$ cat src/rtl/dnn_ulaw_loader.sv
// ----------------------------------------------------------------------------
// dnn_ulaw_loader
//
// Host-side front end of the ReLU/u-law inference engine. It accepts one
// grayscale image as a byte stream and writes it into activation RAM. It then
// writes the bias "one" slot, clears and starts the engine, and waits for the
// engine to finish. Last, it streams the ten signed class scores back out.
//
// Ports
//   clk        : clock; all logic uses the rising edge
//   rst        : synchronous, active-high reset
//   s_valid    : pixel byte valid
//   s_data     : unsigned pixel (0..255)
//   s_last     : marks the final byte of an image
//   s_ready    : loader accepts a pixel this cycle
//   wr_en      : activation RAM write strobe
//   wr_addr    : activation RAM write address
//   wr_data    : signed activation byte
//   eng_reset  : one-cycle soft clear to the engine
//   eng_start  : one-cycle start pulse to the engine
//   eng_done   : engine finished, eng_out is valid
//   eng_out    : ten signed 8-bit scores; score i is eng_out[8*i +: 8]
//   res_valid  : result byte valid
//   res_idx    : class index (0..9) of res_data
//   res_data   : signed score for res_idx
//   res_ready  : downstream accepts the result
//   busy       : high in every state except IDLE
//   err_len    : sticky flag, set when the last image had the wrong length
// ----------------------------------------------------------------------------
module dnn_ulaw_loader #(
  parameter int                    ADDR_WIDTH  = 16,
  parameter logic [ADDR_WIDTH-1:0] ADDR_BASE_A = 16'h0000,
  parameter int                    N_PIX       = 400,
  parameter logic signed [7:0]     ONE_VAL     = 8'sd64
) (
  input  logic                  clk,
  input  logic                  rst,
  input  logic                  s_valid,
  input  logic [7:0]            s_data,
  input  logic                  s_last,
  output logic                  s_ready,
  output logic                  wr_en,
  output logic [ADDR_WIDTH-1:0] wr_addr,
  output logic [7:0]            wr_data,
  output logic                  eng_reset,
  output logic                  eng_start,
  input  logic                  eng_done,
  input  logic [79:0]           eng_out,
  output logic                  res_valid,
  output logic [3:0]            res_idx,
  output logic [7:0]            res_data,
  input  logic                  res_ready,
  output logic                  busy,
  output logic                  err_len
);

  localparam int                    CW        = $clog2(N_PIX + 1);
  localparam logic [CW-1:0]         LAST_IDX  = CW'(N_PIX - 1);
  localparam logic [ADDR_WIDTH-1:0] BIAS_ADDR = ADDR_BASE_A + ADDR_WIDTH'(N_PIX);
  localparam int                    N_CLS     = 10;

  typedef enum logic [2:0] {
    S_IDLE, S_LOAD, S_DISCARD, S_BIAS, S_ENG_RST, S_ENG_GO, S_RUN, S_DRAIN
  } state_t;

  state_t        state_q, state_d;
  logic [CW-1:0] count_q, count_d;
  logic          err_len_q, err_len_d;
  logic [3:0]    res_idx_q, res_idx_d;
  logic          capture;

  logic [7:0]    eng_bytes [N_CLS];
  logic [7:0]    score_q   [N_CLS];

  // Slice the flat engine bus into per-class bytes.
  genvar gi;
  generate
    for (gi = 0; gi < N_CLS; gi++) begin : g_unpack
      assign eng_bytes[gi] = eng_out[8*gi +: 8];
    end
  endgenerate

  always_ff @(posedge clk) begin
    if (rst) begin
      state_q   <= S_IDLE;
      count_q   <= '0;
      err_len_q <= 1'b0;
      res_idx_q <= 4'd0;
      for (int i = 0; i < N_CLS; i++) score_q[i] <= 8'd0;
    end else begin
      state_q   <= state_d;
      count_q   <= count_d;
      err_len_q <= err_len_d;
      res_idx_q <= res_idx_d;
      if (capture) begin
        for (int i = 0; i < N_CLS; i++) score_q[i] <= eng_bytes[i];
      end
    end
  end

  always_comb begin
    state_d   = state_q;
    count_d   = count_q;
    err_len_d = err_len_q;
    res_idx_d = res_idx_q;
    capture   = 1'b0;
    s_ready   = 1'b0;
    wr_en     = 1'b0;
    wr_addr   = ADDR_BASE_A;
    wr_data   = 8'd0;
    eng_reset = 1'b0;
    eng_start = 1'b0;
    res_valid = 1'b0;
    res_data  = 8'd0;

    case (state_q)
      // IDLE and LOAD share the write path. In IDLE count_q is always zero,
      // so the first pixel of an image lands on ADDR_BASE_A.
      S_IDLE, S_LOAD: begin
        s_ready = 1'b1;
        wr_addr = ADDR_BASE_A + ADDR_WIDTH'(count_q);
        if (s_valid) begin
          wr_en   = 1'b1;
          wr_data = {1'b0, s_data[7:1]};
          if (state_q == S_IDLE) err_len_d = 1'b0;
          count_d = count_q + 1'b1;
          state_d = S_LOAD;
          if (count_q == LAST_IDX) begin
            count_d = '0;
            if (s_last) begin
              state_d = S_BIAS;
            end else begin
              // Too long: swallow the rest up to s_last.
              err_len_d = 1'b1;
              state_d   = S_DISCARD;
            end
          end else if (s_last) begin
            // Too short: the image is abandoned and the engine is not started.
            count_d   = '0;
            err_len_d = 1'b1;
            state_d   = S_IDLE;
          end
        end
      end

      S_DISCARD: begin
        s_ready = 1'b1;
        if (s_valid && s_last) state_d = S_IDLE;
      end

      S_BIAS: begin
        wr_en   = 1'b1;
        wr_addr = BIAS_ADDR;
        wr_data = ONE_VAL;
        state_d = S_ENG_RST;
      end

      S_ENG_RST: begin
        eng_reset = 1'b1;
        state_d   = S_ENG_GO;
      end

      S_ENG_GO: begin
        eng_start = 1'b1;
        state_d   = S_RUN;
      end

      S_RUN: begin
        if (eng_done) begin
          capture   = 1'b1;
          res_idx_d = 4'd0;
          state_d   = S_DRAIN;
        end
      end

      S_DRAIN: begin
        res_valid = 1'b1;
        res_data  = score_q[res_idx_q];
        if (res_ready) begin
          if (res_idx_q == 4'(N_CLS - 1)) begin
            res_idx_d = 4'd0;
            state_d   = S_IDLE;
          end else begin
            res_idx_d = res_idx_q + 4'd1;
          end
        end
      end

      default: state_d = S_IDLE;
    endcase

    // While reset is held, every output shows its reset value. This means a
    // reset in mid-operation cannot leak a write or an engine pulse.
    if (rst) begin
      s_ready   = 1'b0;
      wr_en     = 1'b0;
      wr_addr   = ADDR_BASE_A;
      wr_data   = 8'd0;
      eng_reset = 1'b0;
      eng_start = 1'b0;
      res_valid = 1'b0;
      res_data  = 8'd0;
    end
  end

  assign busy    = (state_q != S_IDLE) && !rst;
  assign err_len = err_len_q && !rst;
  assign res_idx = rst ? 4'd0 : res_idx_q;

endmodule
$ cat config.mk
export PLATFORM = sky130hd
export DESIGN_NAME = dnn_ulaw_loader
export DESIGN_NICKNAME = d
export VERILOG_FILES = /design/src/rtl/dnn_ulaw_loader.sv
export SDC_FILE = /design/constraint.sdc
export NUM_CORES = 1
export LEC_CHECK = 0
export CAP_MARGIN = 25
export CORE_ASPECT_RATIO = 1.5
export CORE_MARGIN = 3
export CORE_UTILIZATION = 40
export DETAILED_ROUTE_END_ITERATION = 10
export PLACE_DENSITY = 0.71
export SLEW_MARGIN = 20
export SYNTH_ARGS = -nofsm -noshare
export SYNTH_HDL_FRONTEND = slang
export SYNTH_SLANG_ARGS = --single-unit
$ cat constraint.sdc
create_clock -name clk -period 5 [get_ports clk]
set_input_delay 0.75 -clock clk [delete_from_list [all_inputs] [get_ports clk]]
set_output_delay 0.75 -clock clk [all_outputs]
set_load 0.01 [all_outputs]
==> metrics <==
status=completed; Worst path max stage delay=about 0.57 ns; Metal-1 WL=3940 microns; slowest CP cell=clkdlybuf4s50_1; Setup CP Type=in -> out; total track usage=0.158; CTS tree=yes; mux contribution to synthesized area=0.0899; Highest Clock Rate=271 MHz; Max-Slew Margin vs Limit=0.345; clock skew=0.0113 ns; unrepaired setup endpoints after global routing=false; num rows=48; Slew @ Worst Pin=between 0.9 and 1 ns; Hold Path Origin=err_len_q; Die X=approximately 96 microns; CP top delay family=buffers and inverters; most frequent cells in the layout=clkdlybuf4s50_1 (127), and2_1 (93), edfxtp_1 (80); Synth Area in Adders=0.00766; CTS Buf Count=9; maximum vdd drop=approximately 0.00017 V; Iter 0 DRT Violations=110; Routed met2 length=~5400 microns; Mapped Avg Cell Area=between 10 and 15 sq um; vias=roughly 3300; Reg area=between 2000 and 3000 sq um; sequential fraction of the synthesis area=0.576; Worst path most repeated cell=clkdlybuf4s50_1; Final ANT Viol Nets=0; final hold vios=0; max cap viols=0; main flop type after synthesis=edfxtp_1; DRC errors left=0; Post-synth EDFFs=80; Synth Area in Compound Gates=0.0626; Clock transition at path regs=around 0.070 ns; Slew Viols, Final=0; TritonRoute pass-1 iters=5; CP Data Arrival Time=about 2.9 ns; Post-Synth XOR/XNOR Area=0.0215; post-cts resize count=0; Yosys cell types=51; Setup TNS Final=0 ns; Post-DP HPWL=between 7000 and 8000 microns; Worst Setup SP=s_valid; CP Launch Type=input pin; multi-input logic area=approximately 1900 sq um; Worst Path Required=4.25 ns; Hold Buf Count CTS=0; total congestion overflow=0; filler instances=987; worst setup margin=~1.3 ns; final WL=10400 microns; DIE AREA=~14000 sq um; Mapped Area=between 4000 and 5000 sq um; DR WL/cell=15.9 microns; layout cells sized above 1=0.0893; Worst Setup End Kind=output pin; Buffers on Ports=127; Antenna Diode Count=0; Mapped Cells=383; Lkg Pwr=between 2 and 2.5 nW; #FFs+latches synth=101; global placement routability congestion=approximately 0.82; DR top layer=met4; CTS root buf=clkbuf_16; DR vias/cell=5.06; Cell Chain, Critical Path=clkdlybuf4s50_1 > or3b_1 > nor2_1 > and2_1 > clkdlybuf4s50_1; largest net degree at the start of global routing=81; met3 wire len=about 810 microns; Final period util=0.739; Syn. warnings=0; Setup WS pre-CTS=approximately 1.3 ns; Final Critical Period=between 3 and 4 ns; Die Y=142 microns; Tightest Hold Check Type=reg -> reg; Post-Synth Simple-Gate Area=0.201; largest family of logic cells by synthesized area=simple AND/OR/NAND/NOR gates; vias in the first global route=~3400; Worst R2R Start=state_q[1]; Layout Nets=a little under 600; Pwr per Cell Area=around 270 nW/um^2; largest fanout on the critical path=9; initial core utilization=0.418; TritonCTS Sinks=about 100; area grow syn2layout=33.1%; fraction of registers with async set/reset=0; clk_lat worst skew=approximately 0.34 ns; WP buf/inv=2; H-tree Lvls=3; area of the core=between 10000 and 15000 sq um; Post-CTS Setup Inserts=0; Max Buffers Root-to-Sink=2; Top Ports=around 140; first-pass GRT wire length=16600 microns; commonest non-fill, non-tap cell in the layout=clkdlybuf4s50_1; antenna violations before repair=0; final setup vio count=0
==> Yosys cell counts (8+ instances only) <==
master     n  area share
a211oi_1  14       0.021
mux4_2    16       0.074
mux2i_1    8       0.016
nand2_1   12      0.0092
edfxtp_1  80        0.49
and2_1    93        0.12
dfxtp_1   21       0.086
xnor2_1    9       0.016
buf_4     10       0.015
o22ai_1    8       0.010
nor2_1    16       0.012
clkbuf_1  13       0.010
a21oi_1    9      0.0092
==> worst reg2reg max path, cell delays in order (launching register included) <==
cell and delay, ns:
dfxtp_1 0.74, nand2_1 0.34, o21bai_4 0.21, buf_4 0.74
==> report_power, final <==
part	leakage [nW]	internal, mW	switching [mW]
logic	1.14	0.0998	0.0593
clock network	0.133	0.346	0.307
registers	0.997	0.931	0.0173
total	2.27	1.38	0.383
==> cells by family after synthesis <==
| family | after synthesis |
|---|---|
| other | 1 |
| flip-flops | 101 |
| XOR/XNOR | 12 |
| buffers and inverters | 37 |
| AO/OA/AOI/OAI | 44 |
| AND/OR/NAND/NOR | 161 |
| multiplexers | 24 |
| adder cells (fa/ha/maj) | 3 |
==> cell type report <==
| class | count | share of cell area |
|---|---|---|
| Sequential cell | 101 | 0.433 |
| Multi-Input combinational cell | 252 | 0.294 |
| Timing Repair Buffer | 130 | 0.198 |
| Clock buffer | 10 | 0.0351 |
| Tap cell | 150 | 0.0288 |
| Clock inverter | 6 | 0.00844 |
| Inverter | 5 | 0.00288 |
==> flip-flops by register name (all words and copies together) (netlist names), named ones only <==
signal     count
count_q        9
err_len_q      1
res_idx_q      4
score_q       80
state_q        3
==> final timing paths <==
kind	end	slack (ns)	cells after the start
max	wr_data[5]	1.31	5
min	err_len_q	0.49	2
max reg2reg	score_q[5][2]	2.53	3
min reg2reg	err_len_q	0.49	2
==> through the flow <==
step | instances | total power, mW | util | area [sq um] | hold slack [ns]
3_3_place_gp | 638 | 1.12 | 0.533 | 6240 | 0.470
2_1_floorplan | 390 | 1.03 | - | 4930 | 0.454
5_1_grt | 654 | 1.83 | 0.557 | 6520 | 0.536
6_report | 654 | 1.76 | 0.557 | 6520 | 0.489
4_1_cts | 654 | 1.78 | 0.557 | 6520 | 0.497
3_5_place_dp | 638 | 1.13 | 0.533 | 6240 | 0.487
==> per-layer routing <==
layer / global-route usage / vias up
met1: 0.184 / 1544
li1: - / 1601
met2: 0.275 / 148
met3: 0.0377 / 15
met5: 0 / -
met4: 0.0606 / 0
Note: power is estimated with default switching activity, not from simulation.
